===== src/rtl/core_pkg.sv =====
// core_pkg: shared types and constants for the multi-cycle core control path.
//   state_e    : sequencer FSM states
//   op_class_e : coarse instruction class derived from the 6-bit opcode
//   OP_*       : legal opcode encodings
//   PC_SEL_*   : PC mux select codes driven to the datapath
//   FAULT_*    : fault_code values
//   classify_op: opcode -> op_class_e (CLS_ILLEGAL for anything not listed)
package core_pkg;

   typedef enum logic [2:0] {
      ST_IDLE,
      ST_FETCH,
      ST_DECODE,
      ST_EXEC,
      ST_MEM,
      ST_WB,
      ST_FAULT
   } state_e;

   typedef enum logic [2:0] {
      CLS_ILLEGAL,
      CLS_ALU,
      CLS_LOAD,
      CLS_STORE,
      CLS_BRANCH,
      CLS_JUMP,
      CLS_JAL
   } op_class_e;

   localparam logic [5:0] OP_RTYPE = 6'h00;
   localparam logic [5:0] OP_J     = 6'h02;
   localparam logic [5:0] OP_JAL   = 6'h03;
   localparam logic [5:0] OP_BEQ   = 6'h04;
   localparam logic [5:0] OP_BNE   = 6'h05;
   localparam logic [5:0] OP_ADDI  = 6'h08;
   localparam logic [5:0] OP_ADDIU = 6'h09;
   localparam logic [5:0] OP_SLTI  = 6'h0A;
   localparam logic [5:0] OP_ANDI  = 6'h0C;
   localparam logic [5:0] OP_ORI   = 6'h0D;
   localparam logic [5:0] OP_LUI   = 6'h0F;
   localparam logic [5:0] OP_LW    = 6'h23;
   localparam logic [5:0] OP_SW    = 6'h2B;

   localparam logic [1:0] PC_SEL_INC = 2'd0;
   localparam logic [1:0] PC_SEL_BR  = 2'd1;
   localparam logic [1:0] PC_SEL_JMP = 2'd2;

   localparam logic [1:0] FAULT_NONE    = 2'd0;
   localparam logic [1:0] FAULT_ILLEGAL = 2'd1;
   localparam logic [1:0] FAULT_IMEM_TO = 2'd2;
   localparam logic [1:0] FAULT_DMEM_TO = 2'd3;

   function automatic op_class_e classify_op(input logic [5:0] op);
      op_class_e cls;
      case (op)
         OP_RTYPE, OP_ADDI, OP_ADDIU, OP_SLTI,
         OP_ANDI, OP_ORI, OP_LUI:          cls = CLS_ALU;
         OP_LW:                            cls = CLS_LOAD;
         OP_SW:                            cls = CLS_STORE;
         OP_BEQ, OP_BNE:                   cls = CLS_BRANCH;
         OP_J:                             cls = CLS_JUMP;
         OP_JAL:                           cls = CLS_JAL;
         default:                          cls = CLS_ILLEGAL;
      endcase
      return cls;
   endfunction

endpackage


===== src/rtl/multicycle_sequencer_wait_timer.sv =====
// wait_timer: memory-handshake wait counter shared by FETCH and MEM.
//   clk, rstn  : clock, asynchronous active-low reset
//   clr_i      : restart the count at 0 (entry to a waiting state)
//   cnt_en_i   : a request cycle passed without ack
//   timeout_o  : this cycle is the LIMIT-th consecutive cycle without ack
// LIMIT = 0 disables the timeout entirely.
module wait_timer #(
   parameter int unsigned LIMIT = 64
) (
   input  logic clk,
   input  logic rstn,
   input  logic clr_i,
   input  logic cnt_en_i,
   output logic timeout_o
);

   localparam int unsigned TW = (LIMIT > 1) ? $clog2(LIMIT) : 1;
   localparam logic [TW-1:0] LAST = (LIMIT == 0) ? '0 : TW'(LIMIT - 1);
   localparam logic ENABLED = (LIMIT != 0);

   logic [TW-1:0] cnt_q, cnt_d;

   always_comb begin
      cnt_d = cnt_q;
      if (clr_i) begin
         cnt_d = '0;
      end else if (ENABLED && cnt_en_i && (cnt_q != LAST)) begin
         cnt_d = cnt_q + TW'(1);
      end
   end

   always_ff @(posedge clk or negedge rstn) begin
      if (!rstn) cnt_q <= '0;
      else       cnt_q <= cnt_d;
   end

   // cnt_q counts previous ack-less cycles, so reaching LAST with no ack
   // now means LIMIT request cycles have elapsed. An ack masks cnt_en_i,
   // which makes an ack on the limit cycle win.
   assign timeout_o = ENABLED && cnt_en_i && (cnt_q == LAST);

endmodule


===== src/rtl/multicycle_sequencer.sv =====
// multicycle_sequencer: multi-cycle control FSM for the core datapath.
//   clk, rstn          : clock, asynchronous active-low reset
//   run                : keep executing (sampled in IDLE and at retire)
//   opecode            : opcode of the latched instruction (read in DECODE)
//   branch_taken       : ALU compare result, used in EXEC
//   imem_req/imem_ack  : instruction fetch handshake
//   dmem_req/dmem_we/dmem_ack : data access handshake (we=1 store)
//   ir_we, pc_we, pc_sel, lr_we, rf_we, mem_to_reg : datapath controls
//   busy, retire, instret : status, retire pulse, retired count
//   fault, fault_code  : sticky fault flag and cause
module multicycle_sequencer
   import core_pkg::*;
#(
   parameter int unsigned MEM_TIMEOUT = 64,
   parameter int unsigned CNT_W       = 32
) (
   input  logic             clk,
   input  logic             rstn,
   input  logic             run,
   input  logic [5:0]       opecode,
   input  logic             branch_taken,
   output logic             imem_req,
   input  logic             imem_ack,
   output logic             dmem_req,
   output logic             dmem_we,
   input  logic             dmem_ack,
   output logic             ir_we,
   output logic             pc_we,
   output logic [1:0]       pc_sel,
   output logic             lr_we,
   output logic             rf_we,
   output logic             mem_to_reg,
   output logic             busy,
   output logic             retire,
   output logic [CNT_W-1:0] instret,
   output logic             fault,
   output logic [1:0]       fault_code
);

   state_e     state_q, state_d;
   op_class_e  cls_q, cls_d;
   logic [1:0] fault_code_q, fault_code_d;
   logic [CNT_W-1:0] instret_q;

   logic tmr_clr, tmr_en, tmr_timeout;
   state_e next_instr;

   wait_timer #(.LIMIT(MEM_TIMEOUT)) u_wait_timer (
      .clk       (clk),
      .rstn      (rstn),
      .clr_i     (tmr_clr),
      .cnt_en_i  (tmr_en),
      .timeout_o (tmr_timeout)
   );

   assign next_instr = run ? ST_FETCH : ST_IDLE;

   // The timer restarts on every transition into a waiting state and only
   // advances while the active request is still unacknowledged.
   assign tmr_clr = ((state_d == ST_FETCH) && (state_q != ST_FETCH)) ||
                    ((state_d == ST_MEM)   && (state_q != ST_MEM));
   assign tmr_en  = ((state_q == ST_FETCH) && !imem_ack) ||
                    ((state_q == ST_MEM)   && !dmem_ack);

   always_comb begin
      state_d      = state_q;
      cls_d        = cls_q;
      fault_code_d = fault_code_q;
      imem_req     = 1'b0;
      dmem_req     = 1'b0;
      dmem_we      = 1'b0;
      ir_we        = 1'b0;
      pc_we        = 1'b0;
      pc_sel       = PC_SEL_INC;
      lr_we        = 1'b0;
      rf_we        = 1'b0;
      mem_to_reg   = 1'b0;
      busy         = 1'b0;
      retire       = 1'b0;

      case (state_q)
         ST_IDLE: begin
            if (run) state_d = ST_FETCH;
         end
         ST_FETCH: begin
            busy     = 1'b1;
            imem_req = 1'b1;
            if (imem_ack) begin
               ir_we   = 1'b1;
               state_d = ST_DECODE;
            end else if (tmr_timeout) begin
               state_d      = ST_FAULT;
               fault_code_d = FAULT_IMEM_TO;
            end
         end
         ST_DECODE: begin
            busy = 1'b1;
            // Class is captured here so later states do not depend on
            // opecode staying stable for the rest of the instruction.
            cls_d = classify_op(opecode);
            if (cls_d == CLS_ILLEGAL) begin
               state_d      = ST_FAULT;
               fault_code_d = FAULT_ILLEGAL;
            end else begin
               state_d = ST_EXEC;
            end
         end
         ST_EXEC: begin
            busy = 1'b1;
            case (cls_q)
               CLS_ALU:              state_d = ST_WB;
               CLS_LOAD, CLS_STORE:  state_d = ST_MEM;
               CLS_BRANCH: begin
                  pc_we   = 1'b1;
                  pc_sel  = branch_taken ? PC_SEL_BR : PC_SEL_INC;
                  retire  = 1'b1;
                  state_d = next_instr;
               end
               CLS_JUMP, CLS_JAL: begin
                  pc_we   = 1'b1;
                  pc_sel  = PC_SEL_JMP;
                  lr_we   = (cls_q == CLS_JAL);
                  retire  = 1'b1;
                  state_d = next_instr;
               end
               default: begin
                  state_d      = ST_FAULT;
                  fault_code_d = FAULT_ILLEGAL;
               end
            endcase
         end
         ST_MEM: begin
            busy     = 1'b1;
            dmem_req = 1'b1;
            dmem_we  = (cls_q == CLS_STORE);
            if (dmem_ack) begin
               if (cls_q == CLS_STORE) begin
                  pc_we   = 1'b1;
                  retire  = 1'b1;
                  state_d = next_instr;
               end else begin
                  state_d = ST_WB;
               end
            end else if (tmr_timeout) begin
               state_d      = ST_FAULT;
               fault_code_d = FAULT_DMEM_TO;
            end
         end
         ST_WB: begin
            busy       = 1'b1;
            rf_we      = 1'b1;
            mem_to_reg = (cls_q == CLS_LOAD);
            pc_we      = 1'b1;
            retire     = 1'b1;
            state_d    = next_instr;
         end
         ST_FAULT: begin
            state_d = ST_FAULT;
         end
         default: begin
            state_d = ST_IDLE;
         end
      endcase
   end

   always_ff @(posedge clk or negedge rstn) begin
      if (!rstn) begin
         state_q      <= ST_IDLE;
         cls_q        <= CLS_ILLEGAL;
         fault_code_q <= FAULT_NONE;
         instret_q    <= '0;
      end else begin
         state_q      <= state_d;
         cls_q        <= cls_d;
         fault_code_q <= fault_code_d;
         if (retire) instret_q <= instret_q + CNT_W'(1);
      end
   end

   assign instret    = instret_q;
   assign fault      = (state_q == ST_FAULT);
   assign fault_code = fault_code_q;

endmodule


===== config.mk =====
export PLATFORM = sky130hd
export DESIGN_NAME = multicycle_sequencer
export DESIGN_NICKNAME = d
export VERILOG_FILES = /design/src/rtl/core_pkg.sv /design/src/rtl/multicycle_sequencer_wait_timer.sv /design/src/rtl/multicycle_sequencer.sv
export SDC_FILE = /design/constraint.sdc
export NUM_CORES = 1
export LEC_CHECK = 0
export BUFFER_PORTS_ARGS = -buffer_cell sky130_fd_sc_hd__buf_4
export CAP_MARGIN = 20
export CORE_MARGIN = 5
export CORE_UTILIZATION = 52
export DETAILED_ROUTE_END_ITERATION = 8
export PLACE_DENSITY = 0.83
export SLEW_MARGIN = 15
export SYNTH_ARGS = -nofsm -noshare
export SYNTH_HDL_FRONTEND = slang
export SYNTH_SLANG_ARGS = --single-unit

===== constraint.sdc =====
create_clock -name clk -period 2.25 [get_ports clk]
set_input_delay 0.45 -clock clk [delete_from_list [all_inputs] [get_ports clk]]
set_output_delay 0.45 -clock clk [all_outputs]
set_load 0.02 [all_outputs]

==> results by group <==
Global route
  – GRT Util Overall: 19.4%
  – First-pass GRT wire length: 10200 um
  – Antenna violations before repair: 0
  – Vias in the first global route: 2117
  – Largest net degree at the start of global routing: 47
  – GRT overflow: 0

Critical path
  – Crit path cell chain: and2_1 -> nor2_1 -> or2_4 -> buf_4
  – Critical Path AT: 1.69 ns
  – CP Launch Type: register
  – Crit-path leading delay family: simple AND/OR/NAND/NOR gates
  – CP max stage cell: dfrtp_1
  – CP Capture Type: output pin
  – Worst path bufs/invs: 1
  – Critical Path Fanout Max: 11
  – CP Class: register to output pin
  – Critical Path RT: 1.80 ns
  – Crit-path max cell delay: 0.57 ns

Synthesis
  – Mapped Cells: 270
  – Post-Syn Area: 0.00271 mm^2
  – Number of synthesized flops with an enable pin: 0
  – Net Count, Synth: 284
  – Synth async-reset ratio: 100%
  – #FFs+latches synth: 46
  – Ys Warns: 0
  – Sequential area share after synthesis: 42.4%
  – Syn avg cell area: 10.0 um^2
  – Top FF cell, synth: dfrtp_1
  – Synth cell types: 64

Min path
  – HP Class: primary input to asynchronous set/reset pin

Final layout
  – Layout cells sized above 1: 28.3%
  – Synthesis-to-finish area growth: 20.9%
  – Commonest cells after routing, fill and taps aside: 63 x buf_4, 45 x dfrtp_1, 23 x nand2_1, 23 x xor2_1, 22 x nor2_1
  – Antenna diode count: 0
  – Fin area: 0.00328 mm^2
  – Commonest non-fill, non-tap cell in the layout: buf_4
  – Layout Nets: 342
  – Fill count: 424
  – FF+latch area: 0.00115 mm^2
  – Area of the multi-input gates: 0.00145 mm^2

Status
  – Status: completed

Timing
  – Clock Skews: 0.00838 ns
  – RSZ-0062 raised after global routing: no
  – Least-Margin Pin Slew: 0.611 ns
  – Slew HR: 59.2%
  – Slew Viols, Final: 0
  – TNS Setup: 0 ns
  – Fin. Hold Viols: 0
  – Final period utilization: 95.2%
  – Tmin final: 2.14 ns
  – Setup Viol. Count Final: 0
  – Peak Freq: 467 MHz

Clock tree
  – TritonCTS Buffers: 5
  – Clk_lat worst skew: 0.30 ns
  – Clock transition at the registers of the reported paths: 0.09 ns
  – # H-tree levels: 2
  – PostCTS Resize Cnt: 1
  – TritonCTS clock tree: done
  – Root cell of the clock tree: clkbuf_8
  – Clock sinks: 46
  – Hold Buf Count CTS: 0
  – Post-CTS Setup Inserts: 0
  – Bufs on Longest Clock Path: 2

Die
  – Chip width: 82.2 um
  – Die Ht: 82.2 um
  – Std cell rows: 26
  – Core Area: 0.00507 mm^2
  – I/O pins: 59
  – Initial Util: 53.5%
  – Die area: 0.00676 mm^2

Power
  – Leakage: 0.00163 uW
  – Combinational Power Share: 43.2%
  – Flop pwr share: 39.0%
  – Switching share of power: 40.9%
  – Net Sw Power: 1180 uW
  – Maximum VDD drop: 0.000496 V
  – PD cells: 878 mW/mm^2
  – Power, Total: 2880 uW
  – P_int: 1700 uW
  – Clock group share of total power: 17.8%

Route
  – TritonRoute pass-1 iters: 4
  – Wire per inst: 14.8 um
  – Final wirelength: 5930 um
  – Residual DRC: 0
  – Initial DRC Count: 160
  – Vias per cell: 5.48
  – Vias: 2185
  – Post-detailed-route count of antenna-violating nets: 0

Placement
  – DP HPWL: 4470 um
  – Placer Congestion: 0.897
  – Port Buffers: 58
  – Area post-placement: 0.00319 mm^2

Job
  – Max-Cap Viols: 0
[power by group through the flow]
stage,logic [uW],registers (uW),clock network (uW)
after floorplan,930,1100,0
after global placement,1210,1130,0
after detailed placement,1240,1140,0
after CTS,1250,1120,525
after global routing,1380,1150,570
final,1250,1120,513
[worst paths after layout]
check / start / to / slack [ns] / cells past startpoint
min in group clk: opecode[4] / cls_q[0]$_DFFE_PN0P_ / 0.36 / 2
max in group asynchronous: rstn / state_q[0]$_DFF_PN0_ / 1.70 / 1
setup / recovery: cls_q[0]$_DFFE_PN0P_ / pc_we / 0.11 / 4
setup reg to reg: u_wait_timer.cnt_q[0]$_DFFE_PN0P_ / u_wait_timer.cnt_q[3]$_DFFE_PN0P_ / 0.21 / 7
hold / removal: rstn / instret[11]$_DFFE_PN0P_ / 0.13 / 1
hold reg to reg: instret[31]$_DFFE_PN0P_ / instret[31]$_DFFE_PN0P_ / 0.47 / 1
[synthesized netlist by cell type, drive strengths merged (3+ instances only)]
master,count,share of area (%)
buf,11,3.0
nor4,8,3.4
inv,7,0.97
nand4,9,2.5
nand2b,7,1.6
or2,3,0.69
xor2,23,7.4
nand2,25,3.8
dfrtp,46,42
nand3,12,2.7
and3,11,2.5
o21ai,7,1.3
nor2,22,3.0
a21oi,4,1.0
nor3,14,3.2
xnor2,15,4.8
and2,3,0.69
[kinds of logic after synthesis]
family	after synthesis	synth area share [%]
AOI/OAI and AO/OA	32	9.46
xor gates and xnor gates	38	12.3
adders and majority gates	2	0.922
buffers and inverters	19	4.15
DFF	46	42.4
muxes	4	1.57
and+or+nand+nor	129	29.2
[registers in the layout, indices dropped and copies added, names as in the netlist]
| signal | cells |
|---|---|
| cls_q | 3 |
| u_wait_timer.cnt_q | 6 |
| fault_code | 2 |
| instret | 32 |
| state_q | 3 |
[area by class of cell]
cell class	count	area share (%)
multi-input combinational	205	44.2
sequential	46	35.1
timing repair buffer	63	14.4
tap	70	2.67
clock buffer	5	2.10
inverter	7	0.801
clock inverter	3	0.648
[metrics by stage]
step | hold slack [ns] | setup WS [ns] | util [%] | cells
2_1_floorplan | 0.154 | 0.127 | - | 270
3_3_place_gp | 0.463 | 0.265 | 62.8 | 391
3_5_place_dp | 0.467 | 0.186 | 62.8 | 391
4_1_cts | 0.153 | 0.0715 | 64.6 | 399
5_1_grt | 0.170 | 0.0123 | 64.6 | 399
6_report | 0.130 | 0.108 | 64.6 | 399
[layer usage]
layer  global-route usage, %  vias to the layer above  routed length, um
li1                        -                     1076                  -
met1                    26.6                     1047               2590
met2                    30.4                       56               2890
met3                    4.66                        6                376
met4                    5.81                        0                 65
met5                       0                        -                  0
Power figures use the tool's default switching activity.
